## src/rtl/pipeline_pkg.sv

```systemverilog
// Shared definitions for the integer pipeline: stall-state encoding, NOP word and
// register address width.
package pipeline_pkg;

  localparam int unsigned REG_ADDR_W = 5;
  localparam logic [31:0] NOP        = 32'h0;

  typedef enum logic [1:0] {
    StRun     = 2'd0,
    StMcWait  = 2'd1,
    StMemWait = 2'd2
  } stall_state_e;

endpackage

```

## src/rtl/hazard_detect.sv

```systemverilog
// Combinational load-use detection and branch-over-interlock priority.
module hazard_detect
  import pipeline_pkg::*;
(
  input  logic [REG_ADDR_W-1:0] id_rs1,
  input  logic [REG_ADDR_W-1:0] id_rs2,
  input  logic                  id_use_rs1,
  input  logic                  id_use_rs2,
  input  logic [REG_ADDR_W-1:0] ex_rd,
  input  logic                  ex_load,
  input  logic                  ex_branch_taken,
  output logic                  flush_req,
  output logic                  interlock_req
);

  logic load_use;

  always_comb begin
    load_use = ex_load && (ex_rd != '0) &&
               ((id_use_rs1 && (id_rs1 == ex_rd)) || (id_use_rs2 && (id_rs2 == ex_rd)));
    flush_req     = ex_branch_taken;
    // A taken branch squashes the ID instruction, so its interlock is moot.
    interlock_req = load_use && !ex_branch_taken;
  end

endmodule

```

## src/rtl/pipeline_hazard_controller.sv

```systemverilog
// Stall/flush sequencer for the five-stage pipeline: load-use, branch flush, multicycle EX
// and data-memory wait handling, plus a saturating stall-cycle counter.
module pipeline_hazard_controller
  import pipeline_pkg::*;
#(
  parameter int unsigned MC_CNT_W = 6
) (
  input  logic                  clk,
  input  logic                  reset_n,
  input  logic [REG_ADDR_W-1:0] id_rs1,
  input  logic [REG_ADDR_W-1:0] id_rs2,
  input  logic                  id_use_rs1,
  input  logic                  id_use_rs2,
  input  logic [REG_ADDR_W-1:0] ex_rd,
  input  logic                  ex_load,
  input  logic                  ex_branch_taken,
  input  logic                  ex_mc_start,
  input  logic [MC_CNT_W-1:0]   ex_mc_cycles,
  input  logic                  mem_req,
  input  logic                  mem_ready,
  output logic                  pc_wren,
  output logic                  if_id_wren,
  output logic                  id_ex_wren,
  output logic                  ex_mem_wren,
  output logic                  if_id_flush,
  output logic                  id_ex_bubble,
  output logic                  ex_mem_bubble,
  output logic [1:0]            stall_state,
  output logic [31:0]           stall_count
);

  stall_state_e        state_q, state_d;
  logic [MC_CNT_W-1:0] cnt_q, cnt_d;
  logic [31:0]         stall_count_q;
  logic                mem_stall;
  logic                flush_req;
  logic                interlock_req;

  hazard_detect u_hazard_detect (
    .id_rs1          (id_rs1),
    .id_rs2          (id_rs2),
    .id_use_rs1      (id_use_rs1),
    .id_use_rs2      (id_use_rs2),
    .ex_rd           (ex_rd),
    .ex_load         (ex_load),
    .ex_branch_taken (ex_branch_taken),
    .flush_req       (flush_req),
    .interlock_req   (interlock_req)
  );

  assign mem_stall = mem_req && !mem_ready;

  always_comb begin
    state_d       = state_q;
    cnt_d         = cnt_q;
    pc_wren       = 1'b1;
    if_id_wren    = 1'b1;
    id_ex_wren    = 1'b1;
    ex_mem_wren   = 1'b1;
    if_id_flush   = 1'b0;
    id_ex_bubble  = 1'b0;
    ex_mem_bubble = 1'b0;
    // Outputs stay at defaults while reset is held.
    if (reset_n) begin
      case (state_q)
        StMcWait: begin
          pc_wren    = 1'b0;
          if_id_wren = 1'b0;
          id_ex_wren = 1'b0;
          if (mem_stall) begin
            ex_mem_wren = 1'b0;
          end else begin
            ex_mem_bubble = 1'b1;
            if (cnt_q == MC_CNT_W'(1)) begin
              state_d = StRun;
            end
            cnt_d = cnt_q - MC_CNT_W'(1);
          end
        end
        default: begin
          if (mem_stall) begin
            pc_wren     = 1'b0;
            if_id_wren  = 1'b0;
            id_ex_wren  = 1'b0;
            ex_mem_wren = 1'b0;
            state_d     = StMemWait;
          end else begin
            state_d = StRun;
            if (ex_mc_start && (ex_mc_cycles != '0)) begin
              pc_wren       = 1'b0;
              if_id_wren    = 1'b0;
              id_ex_wren    = 1'b0;
              ex_mem_bubble = 1'b1;
              cnt_d         = ex_mc_cycles - MC_CNT_W'(1);
              if (ex_mc_cycles > MC_CNT_W'(1)) begin
                state_d = StMcWait;
              end
            end else if (flush_req) begin
              if_id_flush  = 1'b1;
              id_ex_bubble = 1'b1;
            end else if (interlock_req) begin
              pc_wren      = 1'b0;
              if_id_wren   = 1'b0;
              id_ex_bubble = 1'b1;
            end
          end
        end
      endcase
    end
  end

  always_ff @(posedge clk or negedge reset_n) begin
    if (!reset_n) begin
      state_q       <= StRun;
      cnt_q         <= '0;
      stall_count_q <= '0;
    end else begin
      state_q <= state_d;
      cnt_q   <= cnt_d;
      if (!pc_wren && (stall_count_q != '1)) begin
        stall_count_q <= stall_count_q + 32'd1;
      end
    end
  end

  assign stall_state = state_q;
  assign stall_count = stall_count_q;

endmodule

```

## config.mk

```make
export PLATFORM = sky130hd
export DESIGN_NAME = pipeline_hazard_controller
export DESIGN_NICKNAME = d
export VERILOG_FILES = /design/src/rtl/pipeline_pkg.sv /design/src/rtl/hazard_detect.sv /design/src/rtl/pipeline_hazard_controller.sv
export SDC_FILE = /design/constraint.sdc
export NUM_CORES = 1
export LEC_CHECK = 0
export BUFFER_PORTS_ARGS = -buffer_cell sky130_fd_sc_hd__buf_2
export CAP_MARGIN = 20
export CORE_MARGIN = 2
export CORE_UTILIZATION = 53
export CTS_CLUSTER_SIZE = 28
export DETAILED_ROUTE_END_ITERATION = 6
export HOLD_SLACK_MARGIN = 0.12
export PLACE_DENSITY = 0.78
export SKIP_CTS_REPAIR_TIMING = 1
export SYNTH_ARGS = -nofsm -noshare
export SYNTH_HDL_FRONTEND = slang
export SYNTH_SLANG_ARGS = --single-unit
```

## constraint.sdc

```tcl
create_clock -name clk -period 5.1 [get_ports clk]
set_clock_uncertainty 0.15 [all_clocks]
set_input_delay 0.255 -clock clk [delete_from_list [all_inputs] [get_ports clk]]
set_output_delay 0.255 -clock clk [all_outputs]
set_load 0.01 [all_outputs]
```

==> impl_metrics.py, run 1 <==
metrics = {
    "status": {
        "status": "complete, no violations",
    },
    "critical_path": {
        "crit_fanout": 46,
        "cp-end-kind": "output pin",
        "crit_arrival_ns": 2.63,
        "regToRegSetupSlack_ns": 2.30,
        "startpoint_type": "input pin",
        "r2r-start": "stall_count[0]$_DFFE_PN0P_",
        "critical_path_class": "in -> out",
        "critPathRequiredTime_ns": 4.70,
        "startpoint": "reset_n",
    },
    "final_layout": {
        "n_fill_cell": 361,
        "multiInputGateArea_mm2": 0.00138,
        "area.sequential_mm2": 0.00100,
        "finalInstanceArea_mm2": 0.00296,
        "drive_gt1_share_pct": 29.8,
        "layout.nets": 353,
        "stdcell_count": 371,
        "n_antenna_cell": 0,
        "syn2layout_area_growth_pct": 19.1,
    },
    "synth": {
        "async_flop_share_pct": 100,
        "synth_mux_area_share_pct": 0.453,
        "avgSynthCellArea_um2": 10.0,
        "synth_flop_cell": "dfrtp_1",
        "synthesis.area_mm2": 0.00248,
        "synth-simple-area-share_pct": 29.0,
        "synth_xor_area_share_pct": 15.9,
        "synthDistinctLibCells": 46,
        "syn_inst": 248,
        "synth_top_family_by_area": "simple AND/OR/NAND/NOR gates",
        "synth-adder-area-share_pct": 2.52,
        "yosysWarnings": 0,
        "syn_nets": 283,
        "ys_seq_area_share_pct": 40.3,
        "ys_ff_latch": 40,
        "synth_compound_area_share_pct": 7.61,
        "synth_edf_count": 0,
    },
    "grt": {
        "grt.overflow.total": 0,
        "use_met1_pct": 27.4,
        "grt_pass1_vias": 1976,
        "grt_pass1_wl_um": 9090,
        "globalRouteMet2Util_pct": 37.3,
        "top_usage_layer": "met2",
        "track_usage_pct": 21.7,
        "antenna_found_initial": 0,
        "grt_start_max_net_pins": 47,
        "grtUsageMet3_pct": 3.89,
    },
    "power_and_ir_drop": {
        "cellPowerDensity_mw_per_mm2": 354,
        "leakage_nw": 1.36,
        "ir_worst_vdd_mv": 0.196,
    },
    "clocking": {
        "clkSinkCount": 40,
        "cts.htree.levels": 2,
        "worstSkewPairLatency_ns": 0.30,
        "cts_buffer_depth": 2,
        "cts_root_buf": "clkbuf_8",
        "cts_tree": "built",
        "cts_inserted_buffers": 5,
        "clkSlewWorstSetupHoldPaths_ns": 0.08,
    },
    "placed_design": {
        "io_buffer_count": 70,
        "post-place-ws_ns": 2.34,
        "gp_congestion": 0.787,
        "placed_area_mm2": 0.00282,
        "dp_hpwl_um": 3900,
        "dp.cells": 361,
    },
    "detailed_routing": {
        "dr.pass1.iters": 4,
        "drc": 0,
        "antenna_left": 0,
        "drt-total-wl_um": 5440,
        "avgRoutedWirePerCell_um": 14.7,
        "vias_per_cell": 5.70,
        "vias": 2114,
        "drtIter0Drc": 202,
    },
    "timing": {
        "final_max_slew_viol_count": 0,
        "fin_crit_ns": 3.04,
        "min_period_over_period_pct": 59.5,
        "grt_setup_unrepaired": "no",
        "slew_headroom_pct": 36.9,
        "fin_ws_ns": 2.06,
        "max_freq_mhz": 329,
        "finalSetupTns_ns": 0,
        "setup_viol": 0,
        "worst_slew_pin_slew_ns": 0.946,
        "hold_viol": 0,
    },
    "hold_path": {
        "hold_class": "in -> reg",
        "min_from": "ex_mc_cycles[5]",
    },
    "floorplan": {
        "start_util_pct": 55.9,
        "rows": 24,
        "coreArea_mm2": 0.00444,
        "die_height_um": 72.5,
        "die_area_mm2": 0.00525,
        "ios": 71,
        "fp.dieW_um": 72.5,
    },
    "flow_run": {
        "max_cap_viol_count": 0,
    },
}
worst max-delay path, stage by stage:
cell	delay, ns
dlygate4sd3_1	0.52
buf_2	0.73
nor2b_1	0.37
o21ai_0	0.34
inv_2	0.23
buf_2	0.16
cell usage in the layout (no fill, tap or decap), types with 4 or more instances in the layout:
cell / Yosys / layout
inv_1: 7 / 7
nand2_1: 19 / 19
nand3_1: 14 / 14
a21oi_1: 6 / 6
dfrtp_1: 40 / 40
nor4_2: 7 / 7
nor4_1: 6 / 6
or3_1: 7 / 7
xnor2_1: 26 / 26
clkbuf_8: 0 / 5
xor2_1: 19 / 19
ha_1: 5 / 5
nor3_1: 13 / 13
buf_2: 0 / 70
nor2b_1: 4 / 4
nand4b_1: 4 / 4
nand4_1: 11 / 11
nor2_1: 9 / 9
o21ai_0: 9 / 9
Yosys cell counts, types with 2 or more instances:
| library cell | number | area [µm²] |
|---|---|---|
| dfrtp_1 | 40 | 1000 |
| xnor2_1 | 26 | 228 |
| or3_1 | 7 | 43.8 |
| xor2_1 | 19 | 166 |
| nor2b_1 | 4 | 25.0 |
| inv_1 | 7 | 26.3 |
| or4b_1 | 3 | 30.0 |
| nand2b_1 | 3 | 18.8 |
| nor2_1 | 9 | 33.8 |
| nand4_1 | 11 | 68.8 |
| o22ai_1 | 2 | 12.5 |
| a22o_1 | 2 | 17.5 |
| nor4_1 | 6 | 37.5 |
| nand3_1 | 14 | 70.1 |
| and3_1 | 3 | 18.8 |
| nand4b_1 | 4 | 35.0 |
| nor3_1 | 13 | 65.1 |
| nor4_2 | 7 | 87.6 |
| buf_4 | 3 | 22.5 |
| a21oi_1 | 6 | 30.0 |
| buf_6 | 4 | 45.0 |
| o21ai_0 | 9 | 45.0 |
| nand2_1 | 19 | 71.3 |
| ha_1 | 5 | 62.6 |
area by class of cell:
type | count | area share (%)
multi-input combinational | 191 | 46.6
sequential | 40 | 33.8
timing repair buffer | 72 | 12.5
clock buffer | 5 | 2.33
tap | 52 | 2.20
clock inverter | 3 | 1.56
inverter | 8 | 1.01
where the power goes:
| group | internal, mW | switching, mW |
|---|---|---|
| Combinational | 0.137 | 0.181 |
| Sequential | 0.384 | 0.0783 |
| Clock | 0.147 | 0.121 |
| Total | 0.669 | 0.380 |
sequential cells by signal, summed over array words and instances, names as in the netlist:
signal	count
stall_count	32
stall_state	2
cnt_q	6
per-layer routing:
layer  up-vias  wire, µm  part of all wire (%)
li1       1024         -                     -
met1      1025      2360                    43
met2        55      2780                    51
met3        10       206                   3.8
met4         0        96                   1.8
met5         -         0                     0
through the flow:
step                      util, %  hold slack, ns  total power, mW
final                        66.6           0.227             1.05
after detailed placement     63.5           0.312            0.782
after CTS                    66.1         -0.0102             1.05
after global placement       63.5           0.299            0.772
after global routing         66.6           0.258             1.12
after floorplan                 -          -0.191            0.671
final timing paths:
kind                                               end  cells after the start
min in group asynchronous  stall_count[18]$_DFFE_PN0P_                      2
hold reg to reg            stall_count[30]$_DFFE_PN0P_                      1
max in group asynchronous   stall_state[0]$_DFFE_PN0P_                      2
setup reg to reg            stall_count[1]$_DFFE_PN0P_                      6
setup / recovery                         ex_mem_bubble                      6
hold / removal              stall_state[0]$_DFFE_PN0P_                      5
cells by family after synthesis:
group | count (synthesis)
AOI/OAI and AO/OA | 26
adders and majority gates | 5
DFF | 40
buffers and inverters | 17
xor gates and xnor gates | 45
muxes | 1
and+or+nand+nor | 114
No activity file was read; power rests on OpenSTA's default activity.
==> run 2: changes to the inputs <==
ABC_AREA = 1   (was default)
PLACE_DENSITY = 0.76   (was 0.78)
clock period = 2.8 ns   (was 5.1 ns; I/O delays follow)
==> run 2 against run 1 <==
Global-route usage grew 4.7 points. Core utilization shrank 0.93 points. Register-to-register slack got worse by 1.7 ns. Critical endpoint is now if_id_wren. Sequential power grew 56%.
==> impl_metrics.py, run 2 <==
metrics = {
    "final_layout": {
        "n_fill_cell": 535,
        "mostFrequentLayoutCell": "nand2_1",
        "layout.nets": 611,
        "largest_reg_flops": 32,
        "final_cell_mix": "nand2_1, buf_2, nor2_1",
        "drive_gt1_share_pct": 16.6,
        "syn2layout_area_growth_pct": 18.2,
        "n_antenna_cell": 0,
    },
    "critical_path": {
        "crit_arrival_ns": 2.15,
        "critical_path_class": "reg -> out",
        "critPathRequiredTime_ns": 2.51,
        "crit_fanout": 20,
        "r2r-start": "stall_count[0]$_DFFE_PN0P_",
        "regToRegSetupSlack_ns": 0.55,
        "startpoint_type": "flip-flop",
        "ff2ff_path_depth": 9,
        "cp-end-kind": "output pin",
        "rr_endpoint": "stall_count[2]$_DFFE_PN0P_",
    },
    "synth": {
        "ys_ff_latch": 40,
        "yosysWarnings": 0,
        "syn_inst": 500,
        "avgSynthCellArea_um2": 6.19,
        "synth_common_cells": "nand2_1, nor2_1, inv_1, nand3_1, dfrtp_1",
        "synth_flop_cell": "dfrtp_1",
        "synth_edf_count": 0,
        "netlist.area_leader.share_pct": 32.3,
        "async_flop_share_pct": 100,
        "syn_nets": 535,
        "ys_seq_area_share_pct": 32.3,
        "synth.area.top_cells": "dfrtp_1, nand2_1, nand3_1",
        "synthesis.area_mm2": 0.00310,
        "yosysMostFrequentCell": "nand2_1",
        "yosys.area.top_type": "dfrtp_1",
        "synthDistinctLibCells": 27,
    },
    "clocking": {
        "cts.htree.levels": 2,
        "cts_buffer_depth": 2,
        "clkSlewWorstSetupHoldPaths_ns": 0.07,
        "cts_tree": "built",
        "cts_inserted_buffers": 5,
        "cts_root_buf": "clkbuf_8",
        "clkSinkCount": 40,
        "worstSkewPairLatency_ns": 0.31,
    },
    "detailed_routing": {
        "drtIter0Drc": 215,
        "avgRoutedWirePerCell_um": 12.1,
        "dr.pass1.iters": 5,
        "antenna_left": 0,
        "vias": 3300,
        "drt-total-wl_um": 7840,
        "drc": 0,
        "vias_per_cell": 5.08,
    },
    "hold_path": {
        "holdPathEnd": "stall_state[0]$_DFFE_PN0P_",
        "min_from": "ex_mc_start",
        "hold_class": "in -> reg",
        "hold_depth": 5,
    },
    "timing": {
        "hold_viol": 0,
        "min_period_over_period_pct": 87.3,
        "max_freq_mhz": 409,
        "fin_ws_ns": 0.355,
        "finalSetupTns_ns": 0,
        "fin_crit_ns": 2.44,
        "worst_slew_pin_slew_ns": 0.607,
        "setup_viol": 0,
        "final_max_slew_viol_count": 0,
        "slew_headroom_pct": 59.2,
        "grt_setup_unrepaired": "no",
    },
    "grt": {
        "grt_pass1_vias": 2912,
        "antenna_found_initial": 0,
        "grt_pass1_wl_um": 13400,
        "grt_start_max_net_pins": 32,
        "grt.overflow.total": 0,
        "track_usage_pct": 26.4,
    },
    "placed_design": {
        "gp_congestion": 0.917,
        "dp_hpwl_um": 6090,
        "post-place-ws_ns": 0.584,
        "io_buffer_count": 70,
    },
    "power_and_ir_drop": {
        "ir_worst_vdd_mv": 0.459,
        "leakage_nw": 1.99,
        "cellPowerDensity_mw_per_mm2": 452,
    },
    "flow_run": {
        "max_cap_viol_count": 0,
    },
    "status": {
        "status": "complete, no violations",
    },
    "floorplan": {
        "fp.dieW_um": 80.4,
        "coreArea_mm2": 0.00557,
        "die_area_mm2": 0.00647,
        "start_util_pct": 55.5,
        "ios": 71,
        "rows": 27,
        "die_height_um": 80.4,
    },
}
-- run 2: cell types whose count changed in the layout (fill, tap and decap cells not counted), sizes merged, moves of 5 or more --
cell    delta
o21ai      +5
nand3b     +5
nor2      +51
nand2    +187
or3        -7
nor4      -14
xnor2     -24
nand4      -5
nand3     +42
inv       +46
buf        +5
-- run 2: per-layer routing --
| metal | wire length [µm] | GRT usage [%] | vias up |
|---|---|---|---|
| li1 | - | - | 1713 |
| met1 | 3810 | 36.5 | 1493 |
| met2 | 3560 | 43.2 | 89 |
| met3 | 412 | 4.16 | 5 |
| met4 | 56 | 6.61 | 0 |
| met5 | 0 | 0 | - |
-- run 2: cells by family (layout without fill, tap and decap cells) --
logic type               Yosys count  in the layout  share of synthesized area, %
buffers and inverters             67            144                          9.22
XOR/XNOR                          18             18                          5.09
AO/OA/AOI/OAI                     21             21                          3.52
adder cells (fa/ha/maj)            5              5                          2.02
flip-flops                        40             40                          32.3
AND/OR/NAND/NOR                  349            349                          47.8
-- run 2: worst max-delay path by stage --
stage          slack [ns]                       start                          end  cells after the start
3_3_place_gp         0.60  stall_state[1]$_DFFE_PN0P_  stall_count[30]$_DFFE_PN0P_                      8
5_1_grt              0.19  stall_state[1]$_DFFE_PN0P_                      pc_wren                      8
3_5_place_dp         0.58  stall_count[0]$_DFFE_PN0P_  stall_count[26]$_DFFE_PN0P_                      9
6_report             0.36  stall_state[1]$_DFFE_PN0P_                   if_id_wren                      8
4_1_cts              0.37  stall_state[1]$_DFFE_PN0P_                   if_id_wren                      8
2_1_floorplan        0.92  stall_count[0]$_DFFE_PN0P_  stall_count[13]$_DFFE_PN0P_                      9
-- run 2: power by group --
group          total, mW  internal [mW]  switching, mW  leakage [nW]
registers          0.723          0.645         0.0774         0.542
clock network      0.476          0.264          0.212        0.0541
logic              0.457          0.165          0.292          1.40
total               1.65           1.07          0.582          1.99
-- run 2: area by class of cell --
cell class	count	area, µm²	area share [%]
well taps	72	90.1	2.46
inverters	56	210	5.74
flip-flops and latches	40	1000	27.4
clock buffers	5	68.8	1.88
multi-input cells	393	1810	49.4
repair buffers	80	438	12.0
clock inverters	3	42.5	1.16
-- run 2: critical path: stages (launching register included) --
cell and delay, ns:
dfrtp_1 0.41, nor2_2 0.29, inv_1 0.27, nand3_1 0.15, nand2_1 0.07, nand2_1 0.16, buf_4 0.27, inv_1 0.08
buf_2 0.14
-- run 2: metrics by stage --
stage	area (µm²)	std cells	utilization, %	hold slack [ns]	power [mW]
floorplan	3100	500	-	-0.306	1.03
global placement	3500	636	62.8	-0.172	1.17
CTS	3610	644	64.8	-0.485	1.66
finish	3660	649	65.7	0.104	1.65
detailed placement	3500	636	62.8	-0.169	1.18
global route	3660	649	65.7	0.160	1.77
==> run 3: changes to the inputs <==
PLACE_DENSITY = 0.75   (was 0.76)
SYNTH_HIERARCHICAL = 1   (was default)
==> run 3 against run 2 <==
First-iteration DRC count decreased by 23%. Combinational power increased by 1%. Critical endpoint is now stall_count[17]$_DFFE_PN0P_. Clock power increased by 10%. Via count increased by 5.0%. Maximum frequency increased by 8.7%. Sequential power about the same.
==> impl_metrics.py, run 3 <==
metrics = {
    "clocking": {
        "cts_tree": "built",
        "clkSlewWorstSetupHoldPaths_ns": 0.08,
        "cts.htree.levels": 2,
        "clkSinkCount": 40,
        "worstSkewPairLatency_ns": 0.30,
        "cts_root_buf": "clkbuf_8",
        "cts_inserted_buffers": 5,
        "cts_buffer_depth": 2,
    },
    "detailed_routing": {
        "dr.pass1.iters": 5,
        "highest_layer": "met4",
        "drtIter0Drc": 165,
        "dr_wl_met2_um": 3820,
        "avgRoutedWirePerCell_um": 12.4,
        "antenna_left": 0,
        "drc": 0,
        "vias": 3464,
        "met3_wirelength_um": 474,
        "vias_per_cell": 5.12,
        "drt-total-wl_um": 8360,
        "met1_length_um": 3950,
    },
    "timing": {
        "setup_viol": 0,
        "min_period_over_period_pct": 80.4,
        "slew_headroom_pct": 67.2,
        "max_freq_mhz": 444,
        "fin_crit_ns": 2.25,
        "worst_slew_pin_slew_ns": 0.493,
        "finalSetupTns_ns": 0,
        "hold_viol": 0,
        "final_max_slew_viol_count": 0,
        "grt_setup_unrepaired": "no",
    },
    "grt": {
        "grt.overflow.total": 0,
        "grt_pass1_wl_um": 14000,
        "antenna_found_initial": 0,
        "grt_start_max_net_pins": 40,
        "track_usage_pct": 27.0,
        "grt_pass1_vias": 3090,
    },
    "placed_design": {
        "gp_congestion": 0.951,
        "dp_hpwl_um": 6310,
        "io_buffer_count": 70,
        "placed_area_mm2": 0.00354,
    },
    "power_and_ir_drop": {
        "ir_worst_vdd_mv": 0.321,
        "cellPowerDensity_mw_per_mm2": 462,
        "leakage_nw": 1.99,
    },
    "synth": {
        "avgSynthCellArea_um2": 5.99,
        "synthDistinctLibCells": 28,
        "synth_flop_cell": "dfrtp_1",
        "synth_edf_count": 0,
        "yosysMostFrequentCell": "nand2_1",
        "syn_nets": 561,
        "synth.area.top_cells": "dfrtp_1, nand2_1, nand3_1",
        "async_flop_share_pct": 100,
        "ys_ff_latch": 40,
        "ys_seq_area_share_pct": 31.8,
        "syn_inst": 526,
        "synthesis.area_mm2": 0.00315,
        "yosys.area.top_type": "dfrtp_1",
        "yosysWarnings": 6,
        "netlist.area_leader.share_pct": 31.8,
        "synth_common_cells": "nand2_1, nor2_1, nand3_1",
    },
    "critical_path": {
        "regToRegSetupSlack_ns": 0.55,
        "ff2ff_path_depth": 9,
        "cp-end-kind": "flip-flop",
        "critical_path_class": "reg -> reg",
        "crit_fanout": 31,
        "r2r-start": "stall_count[0]$_DFFE_PN0P_",
        "crit_arrival_ns": 2.34,
        "critPathRequiredTime_ns": 2.89,
        "cp_cell_sequence": "ha_1, inv_2, nor2_4, nand2_2, nor2_4, nand3_4, nand2_4, nand2_1, nand2_1",
        "startpoint_type": "flip-flop",
        "cpPeakStageDelay_ns": 0.45,
        "cpMaxStageDelayCell": "dfrtp_1",
        "rr_endpoint": "stall_count[17]$_DFFE_PN0P_",
    },
    "hold_path": {
        "hold_depth": 6,
        "hold_class": "in -> reg",
        "holdPathEnd": "cnt_q[5]$_DFFE_PN0P_",
        "min_from": "ex_mc_cycles[5]",
    },
    "final_layout": {
        "layout.nets": 635,
        "syn2layout_area_growth_pct": 17.8,
        "mostFrequentLayoutCell": "nand2_1",
        "final_cell_mix": "nand2_1, buf_2, nor2_1",
        "largest_reg_flops": 32,
        "n_antenna_cell": 0,
        "finalInstanceArea_mm2": 0.00371,
        "drive_gt1_share_pct": 16.1,
    },
    "floorplan": {
        "start_util_pct": 54.2,
        "coreArea_mm2": 0.00582,
        "die_area_mm2": 0.00657,
        "rows": 28,
        "die_height_um": 81.1,
        "ios": 71,
        "fp.dieW_um": 81.1,
    },
    "status": {
        "status": "complete, no violations",
    },
    "flow_run": {
        "max_cap_viol_count": 0,
    },
}
-- run 3: through the flow --
| step | total power [mW] | worst slack (ns) | instances | utilization [%] | hold slack, ns |
|---|---|---|---|---|---|
| 3_5_place_dp | 1.19 | 0.597 | 664 | 61.0 | -0.160 |
| 4_1_cts | 1.72 | 0.571 | 672 | 63.1 | -0.488 |
| 6_report | 1.71 | 0.550 | 676 | 63.8 | 0.0952 |
| 3_3_place_gp | 1.18 | 0.662 | 664 | 61.0 | -0.165 |
| 5_1_grt | 1.83 | 0.335 | 676 | 63.8 | 0.126 |
| 2_1_floorplan | 1.04 | 0.916 | 526 | - | -0.306 |
-- run 3: layout make-up --
class                   count  area (µm²)
flip-flops and latches     40        1000
clock inverters             1        30.0
well taps                  75        93.8
fillers                   583        2100
inverters                  59         221
repair buffers             78         420
multi-input cells         416        1850
clock buffers               7        96.3
-- run 3: power by group --
group          leakage, nW  switching (mW)  internal (mW)
clock               0.0645           0.209          0.315
sequential           0.541          0.0810          0.645
combinational         1.38           0.295          0.168
total                 1.99           0.585           1.13
-- run 3: cell families (layout without fill, tap and decap cells) --
logic type	after synthesis	in the layout	share of synthesized area (%)
AO/OA/AOI/OAI	22	22	3.62
buffers and inverters	70	145	9.53
flip-flops	40	40	31.8
AND/OR/NAND/NOR	377	377	49.7
XOR/XNOR	12	12	3.34
adder cells (fa/ha/maj)	5	5	1.99
-- run 3: worst max-delay path by stage --
stage | start | endpoint | slack [ns] | cells after the start
after global routing | stall_count[0]$_DFFE_PN0P_ | stall_count[21]$_DFFE_PN0P_ | 0.34 | 9
after detailed placement | stall_count[0]$_DFFE_PN0P_ | stall_count[19]$_DFFE_PN0P_ | 0.60 | 9
final | stall_count[0]$_DFFE_PN0P_ | stall_count[17]$_DFFE_PN0P_ | 0.55 | 9
after global placement | stall_count[0]$_DFFE_PN0P_ | stall_count[10]$_DFFE_PN0P_ | 0.66 | 9
after floorplan | stall_count[0]$_DFFE_PN0P_ | stall_count[15]$_DFFE_PN0P_ | 0.92 | 9
after CTS | stall_count[0]$_DFFE_PN0P_ | stall_count[27]$_DFFE_PN0P_ | 0.57 | 9
-- run 3: worst max-delay path, delay by kind of cell (launching register included) --
kind                     cells  cell delay (ns)
adder cells (fa/ha/maj)      1             0.30
AND/OR/NAND/NOR              7             1.20
flip-flops                   1             0.45
buffers and inverters        1             0.08
-- run 3: routing by layer --
| layer | vias to the layer above | track usage, % |
|---|---|---|
| met5 | - | 0 |
| met4 | 0 | 7.29 |
| met3 | 13 | 3.67 |
| met2 | 108 | 44.9 |
| met1 | 1566 | 37.0 |
| li1 | 1777 | - |
